## src/rtl/cp0_tlb_regs_pkg.sv

```systemverilog
// Shared definitions for the CP0 MMU register file: register numbers, field ranges,
// write masks and default TLB geometry.
package cp0_tlb_regs_pkg;

    localparam int TLB_LINE_NUM_DEF      = 8;
    localparam int LOG2_TLB_LINE_NUM_DEF = 3;

    typedef enum logic [4:0] {
        CP0_INDEX    = 5'd0,
        CP0_RANDOM   = 5'd1,
        CP0_ENTRYLO0 = 5'd2,
        CP0_ENTRYLO1 = 5'd3,
        CP0_CONTEXT  = 5'd4,
        CP0_PAGEMASK = 5'd5,
        CP0_WIRED    = 5'd6,
        CP0_BADVADDR = 5'd8,
        CP0_ENTRYHI  = 5'd10
    } cp0_reg_e;

    localparam int VPN2_HI    = 31;
    localparam int VPN2_LO    = 13;
    localparam int PTEBASE_HI = 31;
    localparam int PTEBASE_LO = 23;
    localparam int BADVPN2_HI = 22;
    localparam int BADVPN2_LO = 4;

    // EntryLo layout: PFN[25:6] C[5:3] D[2] V[1] G[0]
    localparam logic [31:0] ENTRYHI_WMASK  = 32'hFFFF_E0FF;
    localparam logic [31:0] ENTRYLO_WMASK  = 32'h03FF_FFFF;
    localparam logic [31:0] PAGEMASK_WMASK = 32'h01FF_E000;
    localparam logic [31:0] INDEX_P_MASK   = 32'h8000_0000;

endpackage

```

## src/rtl/cp0_tlb_regs_random_ctr.sv

```systemverilog
// Random/Wired replacement counter: counts down from TLB_LINE_NUM-1 to Wired (or 0),
// wraps back to the top, and reloads whenever Wired is written.
module cp0_random_ctr
    import cp0_tlb_regs_pkg::*;
#(
    parameter int TLB_LINE_NUM      = TLB_LINE_NUM_DEF,
    parameter int LOG2_TLB_LINE_NUM = LOG2_TLB_LINE_NUM_DEF
) (
    input  logic                         clk,
    input  logic                         rst,
    input  logic                         i_step,
    input  logic                         i_wired_we,
    input  logic [LOG2_TLB_LINE_NUM-1:0] i_wired_wdata,
    output logic [LOG2_TLB_LINE_NUM-1:0] o_random,
    output logic [LOG2_TLB_LINE_NUM-1:0] o_wired
);

    localparam logic [LOG2_TLB_LINE_NUM-1:0] LAST = LOG2_TLB_LINE_NUM'(TLB_LINE_NUM - 1);

    logic [LOG2_TLB_LINE_NUM-1:0] r_random;
    logic [LOG2_TLB_LINE_NUM-1:0] r_wired;
    logic                         w_wrap;

    // Wired at the top entry pins Random there; otherwise wrap at Wired or at 0.
    assign w_wrap = (r_wired >= LAST) || (r_random == r_wired) || (r_random == '0);

    always_ff @(posedge clk or posedge rst) begin
        if (rst) begin
            r_random <= LAST;
            r_wired  <= '0;
        end else if (i_wired_we) begin
            r_wired  <= i_wired_wdata;
            r_random <= LAST;
        end else if (i_step) begin
            r_random <= w_wrap ? LAST : r_random - 1'b1;
        end
    end

    assign o_random = r_random;
    assign o_wired  = r_wired;

endmodule

```

## src/rtl/cp0_tlb_regs.sv

```systemverilog
// CP0 MMU register file feeding the TLB. Optional macro TLB_RANDOM_ON_TLBWR_EN makes
// Random step only on TLBWR cycles; by default Random steps every clock.
module cp0_tlb_regs
    import cp0_tlb_regs_pkg::*;
#(
    parameter int TLB_LINE_NUM      = TLB_LINE_NUM_DEF,
    parameter int LOG2_TLB_LINE_NUM = LOG2_TLB_LINE_NUM_DEF
) (
    input  logic        clk,
    input  logic        rst,
    input  logic        mtc0_en,
    input  logic [4:0]  cp0_addr,
    input  logic [2:0]  cp0_sel,
    input  logic [31:0] mtc0_wdata,
    output logic [31:0] mfc0_rdata,
    input  logic        tlbp_en,
    input  logic        tlbr_en,
    input  logic        tlbwr_en,
    input  logic [31:0] tlb_index_in,
    input  logic [31:0] tlb_entryhi_in,
    input  logic [31:0] tlb_pagemask_in,
    input  logic [31:0] tlb_entrylo0_in,
    input  logic [31:0] tlb_entrylo1_in,
    input  logic        exc_tlb,
    input  logic        exc_adr,
    input  logic [31:0] exc_badvaddr,
    output logic [31:0] EntryHi_out,
    output logic [31:0] PageMask_out,
    output logic [31:0] EntryLo0_out,
    output logic [31:0] EntryLo1_out,
    output logic [31:0] Index_out,
    output logic [31:0] Random_out
);

    localparam logic [31:0] INDEX_IDX_MASK = 32'(TLB_LINE_NUM - 1);

    logic [31:0] r_index;
    logic [31:0] r_entrylo0;
    logic [31:0] r_entrylo1;
    logic [31:0] r_context;
    logic [31:0] r_pagemask;
    logic [31:0] r_badvaddr;
    logic [31:0] r_entryhi;

    logic [LOG2_TLB_LINE_NUM-1:0] w_random;
    logic [LOG2_TLB_LINE_NUM-1:0] w_wired;
    logic [31:0] w_random32;
    logic [31:0] w_wired32;
    logic        w_exc;
    logic        w_tlb_op;
    logic        w_mtc0;
    logic        w_wired_we;
    logic        w_step;

    assign w_exc      = exc_tlb | exc_adr;
    assign w_tlb_op   = tlbr_en | tlbp_en;
    // Exception capture beats TLBR/TLBP, which beat MTC0.
    assign w_mtc0     = mtc0_en && (cp0_sel == 3'd0) && !w_exc && !w_tlb_op;
    assign w_wired_we = w_mtc0 && (cp0_addr == CP0_WIRED);

`ifdef TLB_RANDOM_ON_TLBWR_EN
    assign w_step = tlbwr_en;
`else
    // Free-running: tlbwr_en does not gate the step in this build.
    assign w_step = tlbwr_en | 1'b1;
`endif

    cp0_random_ctr #(
        .TLB_LINE_NUM      (TLB_LINE_NUM),
        .LOG2_TLB_LINE_NUM (LOG2_TLB_LINE_NUM)
    ) u_random_ctr (
        .clk           (clk),
        .rst           (rst),
        .i_step        (w_step),
        .i_wired_we    (w_wired_we),
        .i_wired_wdata (mtc0_wdata[LOG2_TLB_LINE_NUM-1:0]),
        .o_random      (w_random),
        .o_wired       (w_wired)
    );

    assign w_random32 = {{(32-LOG2_TLB_LINE_NUM){1'b0}}, w_random};
    assign w_wired32  = {{(32-LOG2_TLB_LINE_NUM){1'b0}}, w_wired};

    always_ff @(posedge clk or posedge rst) begin
        if (rst) begin
            r_index    <= '0;
            r_entrylo0 <= '0;
            r_entrylo1 <= '0;
            r_context  <= '0;
            r_pagemask <= '0;
            r_badvaddr <= '0;
            r_entryhi  <= '0;
        end else if (w_exc) begin
            r_badvaddr <= exc_badvaddr;
            if (exc_tlb) begin
                r_entryhi[VPN2_HI:VPN2_LO]       <= exc_badvaddr[VPN2_HI:VPN2_LO];
                r_context[BADVPN2_HI:BADVPN2_LO] <= exc_badvaddr[VPN2_HI:VPN2_LO];
            end
        end else if (w_tlb_op) begin
            if (tlbr_en) begin
                r_entryhi  <= tlb_entryhi_in & ENTRYHI_WMASK;
                r_pagemask <= tlb_pagemask_in & PAGEMASK_WMASK;
                r_entrylo0 <= tlb_entrylo0_in & ENTRYLO_WMASK;
                r_entrylo1 <= tlb_entrylo1_in & ENTRYLO_WMASK;
            end
            if (tlbp_en) begin
                r_index <= tlb_index_in & (INDEX_P_MASK | INDEX_IDX_MASK);
            end
        end else if (w_mtc0) begin
            case (cp0_addr)
                CP0_INDEX:    r_index    <= mtc0_wdata & INDEX_IDX_MASK;
                CP0_ENTRYLO0: r_entrylo0 <= mtc0_wdata & ENTRYLO_WMASK;
                CP0_ENTRYLO1: r_entrylo1 <= mtc0_wdata & ENTRYLO_WMASK;
                CP0_CONTEXT:  r_context[PTEBASE_HI:PTEBASE_LO] <= mtc0_wdata[PTEBASE_HI:PTEBASE_LO];
                CP0_PAGEMASK: r_pagemask <= mtc0_wdata & PAGEMASK_WMASK;
                CP0_ENTRYHI:  r_entryhi  <= mtc0_wdata & ENTRYHI_WMASK;
                default: ;
            endcase
        end
    end

    always_comb begin
        mfc0_rdata = '0;
        if (cp0_sel == 3'd0) begin
            case (cp0_addr)
                CP0_INDEX:    mfc0_rdata = r_index;
                CP0_RANDOM:   mfc0_rdata = w_random32;
                CP0_ENTRYLO0: mfc0_rdata = r_entrylo0;
                CP0_ENTRYLO1: mfc0_rdata = r_entrylo1;
                CP0_CONTEXT:  mfc0_rdata = r_context;
                CP0_PAGEMASK: mfc0_rdata = r_pagemask;
                CP0_WIRED:    mfc0_rdata = w_wired32;
                CP0_BADVADDR: mfc0_rdata = r_badvaddr;
                CP0_ENTRYHI:  mfc0_rdata = r_entryhi;
                default:      mfc0_rdata = '0;
            endcase
        end
    end

    assign EntryHi_out  = r_entryhi;
    assign PageMask_out = r_pagemask;
    assign EntryLo0_out = r_entrylo0;
    assign EntryLo1_out = r_entrylo1;
    assign Index_out    = r_index;
    assign Random_out   = w_random32;

endmodule

```

## config.mk

```make
export PLATFORM = sky130hd
export DESIGN_NAME = cp0_tlb_regs
export DESIGN_NICKNAME = d
export VERILOG_FILES = /design/src/rtl/cp0_tlb_regs_pkg.sv /design/src/rtl/cp0_tlb_regs_random_ctr.sv /design/src/rtl/cp0_tlb_regs.sv
export SDC_FILE = /design/constraint.sdc
export NUM_CORES = 1
export LEC_CHECK = 0
export BUFFER_PORTS_ARGS = -buffer_cell sky130_fd_sc_hd__buf_2
export CORE_AREA = 2 2 180 182
export CTS_BUF_LIST = sky130_fd_sc_hd__clkbuf_4
export DETAILED_ROUTE_END_ITERATION = 8
export DIE_AREA = 0 0 182 184
export SLEW_MARGIN = 20
export SYNTH_ARGS = -nofsm -noshare
export SYNTH_HDL_FRONTEND = slang
export SYNTH_SLANG_ARGS = --single-unit
```

## constraint.sdc

```tcl
create_clock -name clk -period 7.8 [get_ports clk]
set_input_delay 1.56 -clock clk [delete_from_list [all_inputs] [get_ports clk]]
set_output_delay 1.56 -clock clk [all_outputs]
set_load 0.01 [all_outputs]
```

==> flow_metrics.py <==
metrics = {
    "grt": {
        "grt_overflow": 0,
        "first_global_vias": 7780,
        "use_met1_pct": 24.8,
        "grt_util_met3_pct": 4.81,
        "grtUsageTotal_pct": 20.4,
        "use_met2_pct": 36.3,
        "grt_busiest_layer": "met2",
        "antenna_found_initial": 6,
        "grt_pass1_wl_mm": 49.7,
        "grt_max_degree": 104,
    },
    "status": {
        "status": "completed",
    },
    "worst_setup_path": {
        "cp_max_fo": 19,
        "crit_arrival_ns": 4.24,
        "criticalPathCategory": "in2out",
        "critical_path_required_ns": 6.24,
        "cp_num_cells": 7,
        "critPathMaxStageDelay_ns": 0.87,
        "path_delay_family": "simple AND/OR/NAND/NOR gates",
        "cp-start-kind": "input port",
        "path_buf_inv": 3,
        "critical_path.slowest_cell": "nor3_4",
        "critPathCaptureType": "output pin",
        "crit_top_cell": "buf_2",
        "rr_worst_depth": 7,
        "path_cells": "buf_2 > or3b_2 > nor3_4 > buf_4 > a22oi_1 > a21oi_1 > buf_2",
    },
    "synthesis": {
        "synth_cells": 948,
        "synth_edf_count": 0,
        "yosysSeqAreaShare_pct": 44.2,
        "async_reset_ff_share_pct": 100,
        "syn_avg_cell_area_um2": 9.61,
        "ys_ff_latch": 161,
        "synth_warnings": 4,
        "synth_area_um2": 9110,
        "synth-main-ff-cell": "dfrtp_1",
        "synth_cell_type_count": 46,
    },
    "floorplan": {
        "pin_count": 464,
        "rows": 65,
        "start_util_pct": 29.0,
        "die_area_um2": 33500,
        "fp.dieH_um": 184,
        "core_area_um2": 31400,
        "die_w_um": 182,
    },
    "drt": {
        "num_vias": 7950,
        "wirelength_mm": 34.8,
        "wl_per_cell_um": 21.2,
        "firstDrtPassIters": 6,
        "viasPerCell": 4.84,
        "drc": 0,
        "ant_nets": 0,
        "drt_iter0_drc": 443,
    },
    "sta": {
        "fmax_ghz": 0.172,
        "finalHoldViolations": 0,
        "setup_viol": 0,
        "finalCritPeriodShare_pct": 74.4,
        "rsz0062_at_grt": "false",
        "slew_headroom_pct": 25.5,
        "slew_viol_final": 0,
        "fin_skew_ns": 0.0284,
        "worstMarginPinSlew_ns": 1.11,
        "finalWorstPathRequiredPeriod_ns": 5.80,
        "tns_ns": 0,
    },
    "final_layout": {
        "regArea_um2": 4030,
        "fill_cells": 3270,
        "fin_util_pct": 35.0,
        "areaGrowthSynthToFinish_pct": 20.7,
        "nets": 1466,
        "drive_gt1_share_pct": 35.2,
        "multiInputGateArea_um2": 4250,
    },
    "placed_design": {
        "place.gp.congestion": 0.815,
        "numPortBuffers": 303,
        "dp_hpwl_mm": 25.6,
    },
    "clock_tree": {
        "clock-sinks": 161,
        "clk_latency_ns": 0.59,
        "cts_resized": 0,
        "cts_tree": "yes",
        "cts_buffers": 17,
        "cts-root-buf": "clkbuf_4",
        "cts_max_level": 4,
        "clk_path_buf_depth": 2,
        "cts_setup_buffers": 0,
        "clk_transition_reported_paths_ns": 0.16,
        "hold_buffers": 0,
    },
    "power": {
        "vdd_drop_max_mv": 0.0681,
        "p_leak_nw": 5.52,
        "power_density_nw_per_um2": 196,
        "p_total_mw": 2.15,
    },
    "min_path": {
        "holdCritPathClass": "reg2reg",
        "hold_path_depth": 2,
    },
    "run": {
        "maxCapViolCount": 0,
    },
}
sequential cells by signal, indices dropped and copies added, names as in the netlist:
name,flops
EntryLo0_out,26
u_random_ctr.o_wired,3
r_context,28
EntryHi_out,27
r_badvaddr,32
EntryLo1_out,26
PageMask_out,12
u_random_ctr.o_random,3
Index_out,4
layer usage:
layer  part of all wire, %  vias to the layer above
met4                   2.1                        8
met2                    50                      367
met3                   6.1                       47
met1                    41                     3907
li1                      -                     3621
met5                  0.14                        -
final cells by class:
type,count,share of cell area (%)
multi-input combinational,659,38.6
sequential,161,36.7
timing repair buffer,314,14.8
tap,402,4.57
inverter,71,2.47
clock inverter,15,1.63
clock buffer,17,1.16
antenna,2,0.0455
worst paths after layout:
| check | from | to | slack, ns |
|---|---|---|---|
| worst min-delay path | r_badvaddr[12]$_DFFE_PP0P_ | r_badvaddr[12]$_DFFE_PP0P_ | 0.49 |
| worst max register to register | u_random_ctr.o_random[0]$_DFF_PP1_ | u_random_ctr.o_random[1]$_DFF_PP1_ | 6.24 |
| min in group asynchronous | rst | EntryLo1_out[15]$_DFFE_PP0P_ | 0.95 |
| worst max-delay path | cp0_addr[3] | mfc0_rdata[15] | 2.00 |
| worst min register to register | r_badvaddr[12]$_DFFE_PP0P_ | r_badvaddr[12]$_DFFE_PP0P_ | 0.49 |
| max in group asynchronous | rst | EntryHi_out[22]$_DFFE_PP0P_ | 5.27 |
report_power, final:
part           switching, mW  total, mW  internal, mW
registers              0.103       1.06         0.957
logic                  0.314      0.537         0.223
clock network          0.400      0.555         0.154
total                  0.817       2.15          1.33
Yosys cell counts (2+ instances only):
| cell | n | share of area [%] |
|---|---|---|
| a221o_1 | 2 | 0.22 |
| o31ai_4 | 2 | 0.47 |
| nand2_1 | 141 | 5.8 |
| or4_1 | 2 | 0.16 |
| mux2_2 | 66 | 8.2 |
| buf_4 | 95 | 7.8 |
| o21ai_0 | 21 | 1.2 |
| ha_1 | 2 | 0.27 |
| a21oi_1 | 103 | 5.7 |
| nor3b_1 | 14 | 1.2 |
| buf_2 | 5 | 0.27 |
| a22oi_1 | 7 | 0.58 |
| mux2i_1 | 97 | 11 |
| dfstp_2 | 3 | 0.86 |
| or3b_2 | 2 | 0.19 |
| buf_6 | 2 | 0.25 |
| buf_1 | 13 | 0.54 |
| inv_1 | 71 | 2.9 |
| nor3_1 | 8 | 0.44 |
| xor2_1 | 3 | 0.29 |
| and2_1 | 8 | 0.55 |
| a222oi_1 | 11 | 1.2 |
| nor2_1 | 31 | 1.3 |
| a31oi_1 | 2 | 0.14 |
| a22o_1 | 3 | 0.29 |
| a32oi_1 | 2 | 0.19 |
| clkbuf_1 | 35 | 1.4 |
| a221oi_1 | 15 | 1.4 |
| or4b_2 | 3 | 0.33 |
| o22ai_1 | 5 | 0.34 |
| or2_2 | 2 | 0.14 |
| dfrtp_1 | 158 | 43 |
stage by stage:
stage,std cells,setup WS [ns],area (um2),hold WS (ns)
3_3_place_gp,1605,1.94,10600,0.452
4_1_cts,1638,1.91,11000,0.492
3_5_place_dp,1606,1.92,10700,0.456
5_1_grt,1641,1.83,11000,0.508
2_1_floorplan,1041,1.90,9460,0.438
6_report,1641,2.00,11000,0.486
layout by cell type (no fill, tap or decap), types with 2 or more instances in the layout:
| master | instances |
|---|---|
| inv_1 | 70 |
| o31ai_4 | 2 |
| a32oi_1 | 2 |
| nor3_1 | 7 |
| nor3b_1 | 14 |
| clkbuf_4 | 17 |
| xor2_1 | 3 |
| ha_1 | 2 |
| a22oi_1 | 7 |
| nor2_2 | 2 |
| o22ai_1 | 5 |
| o21ai_0 | 21 |
| diode_2 | 2 |
| a31oi_1 | 2 |
| conb_1 | 94 |
| inv_8 | 4 |
| and2_1 | 8 |
| or4_1 | 2 |
| nor2_1 | 28 |
| dfstp_2 | 3 |
| or3b_2 | 2 |
| buf_2 | 303 |
| clkinv_8 | 5 |
| mux2i_1 | 97 |
| mux2_2 | 66 |
| or4b_2 | 3 |
| a221oi_1 | 15 |
| a22o_1 | 2 |
| a222oi_1 | 11 |
| inv_6 | 7 |
| buf_4 | 9 |
| nand2_1 | 141 |
| dfrtp_1 | 158 |
| a21oi_1 | 103 |
kinds of logic (layout without fill, tap and decap cells):
| group | after synthesis | count (layout) | share of synthesized area [%] |
|---|---|---|---|
| simple gates | 221 | 221 | 11.0 |
| buf+inv | 221 | 417 | 13.2 |
| compound gates | 175 | 175 | 11.8 |
| mux | 164 | 164 | 19.1 |
| flops | 161 | 161 | 44.2 |
| xor+xnor | 3 | 3 | 0.288 |
| fa+ha+maj | 2 | 2 | 0.275 |
| other cells | 1 | 96 | 0.0411 |
worst min-delay path, stage by stage, from the launching register on:
cell and delay [ns]:
dfrtp_1 0.38, nand2_1 0.05, nand2_1 0.05
Note: power is estimated with default switching activity, not from simulation.
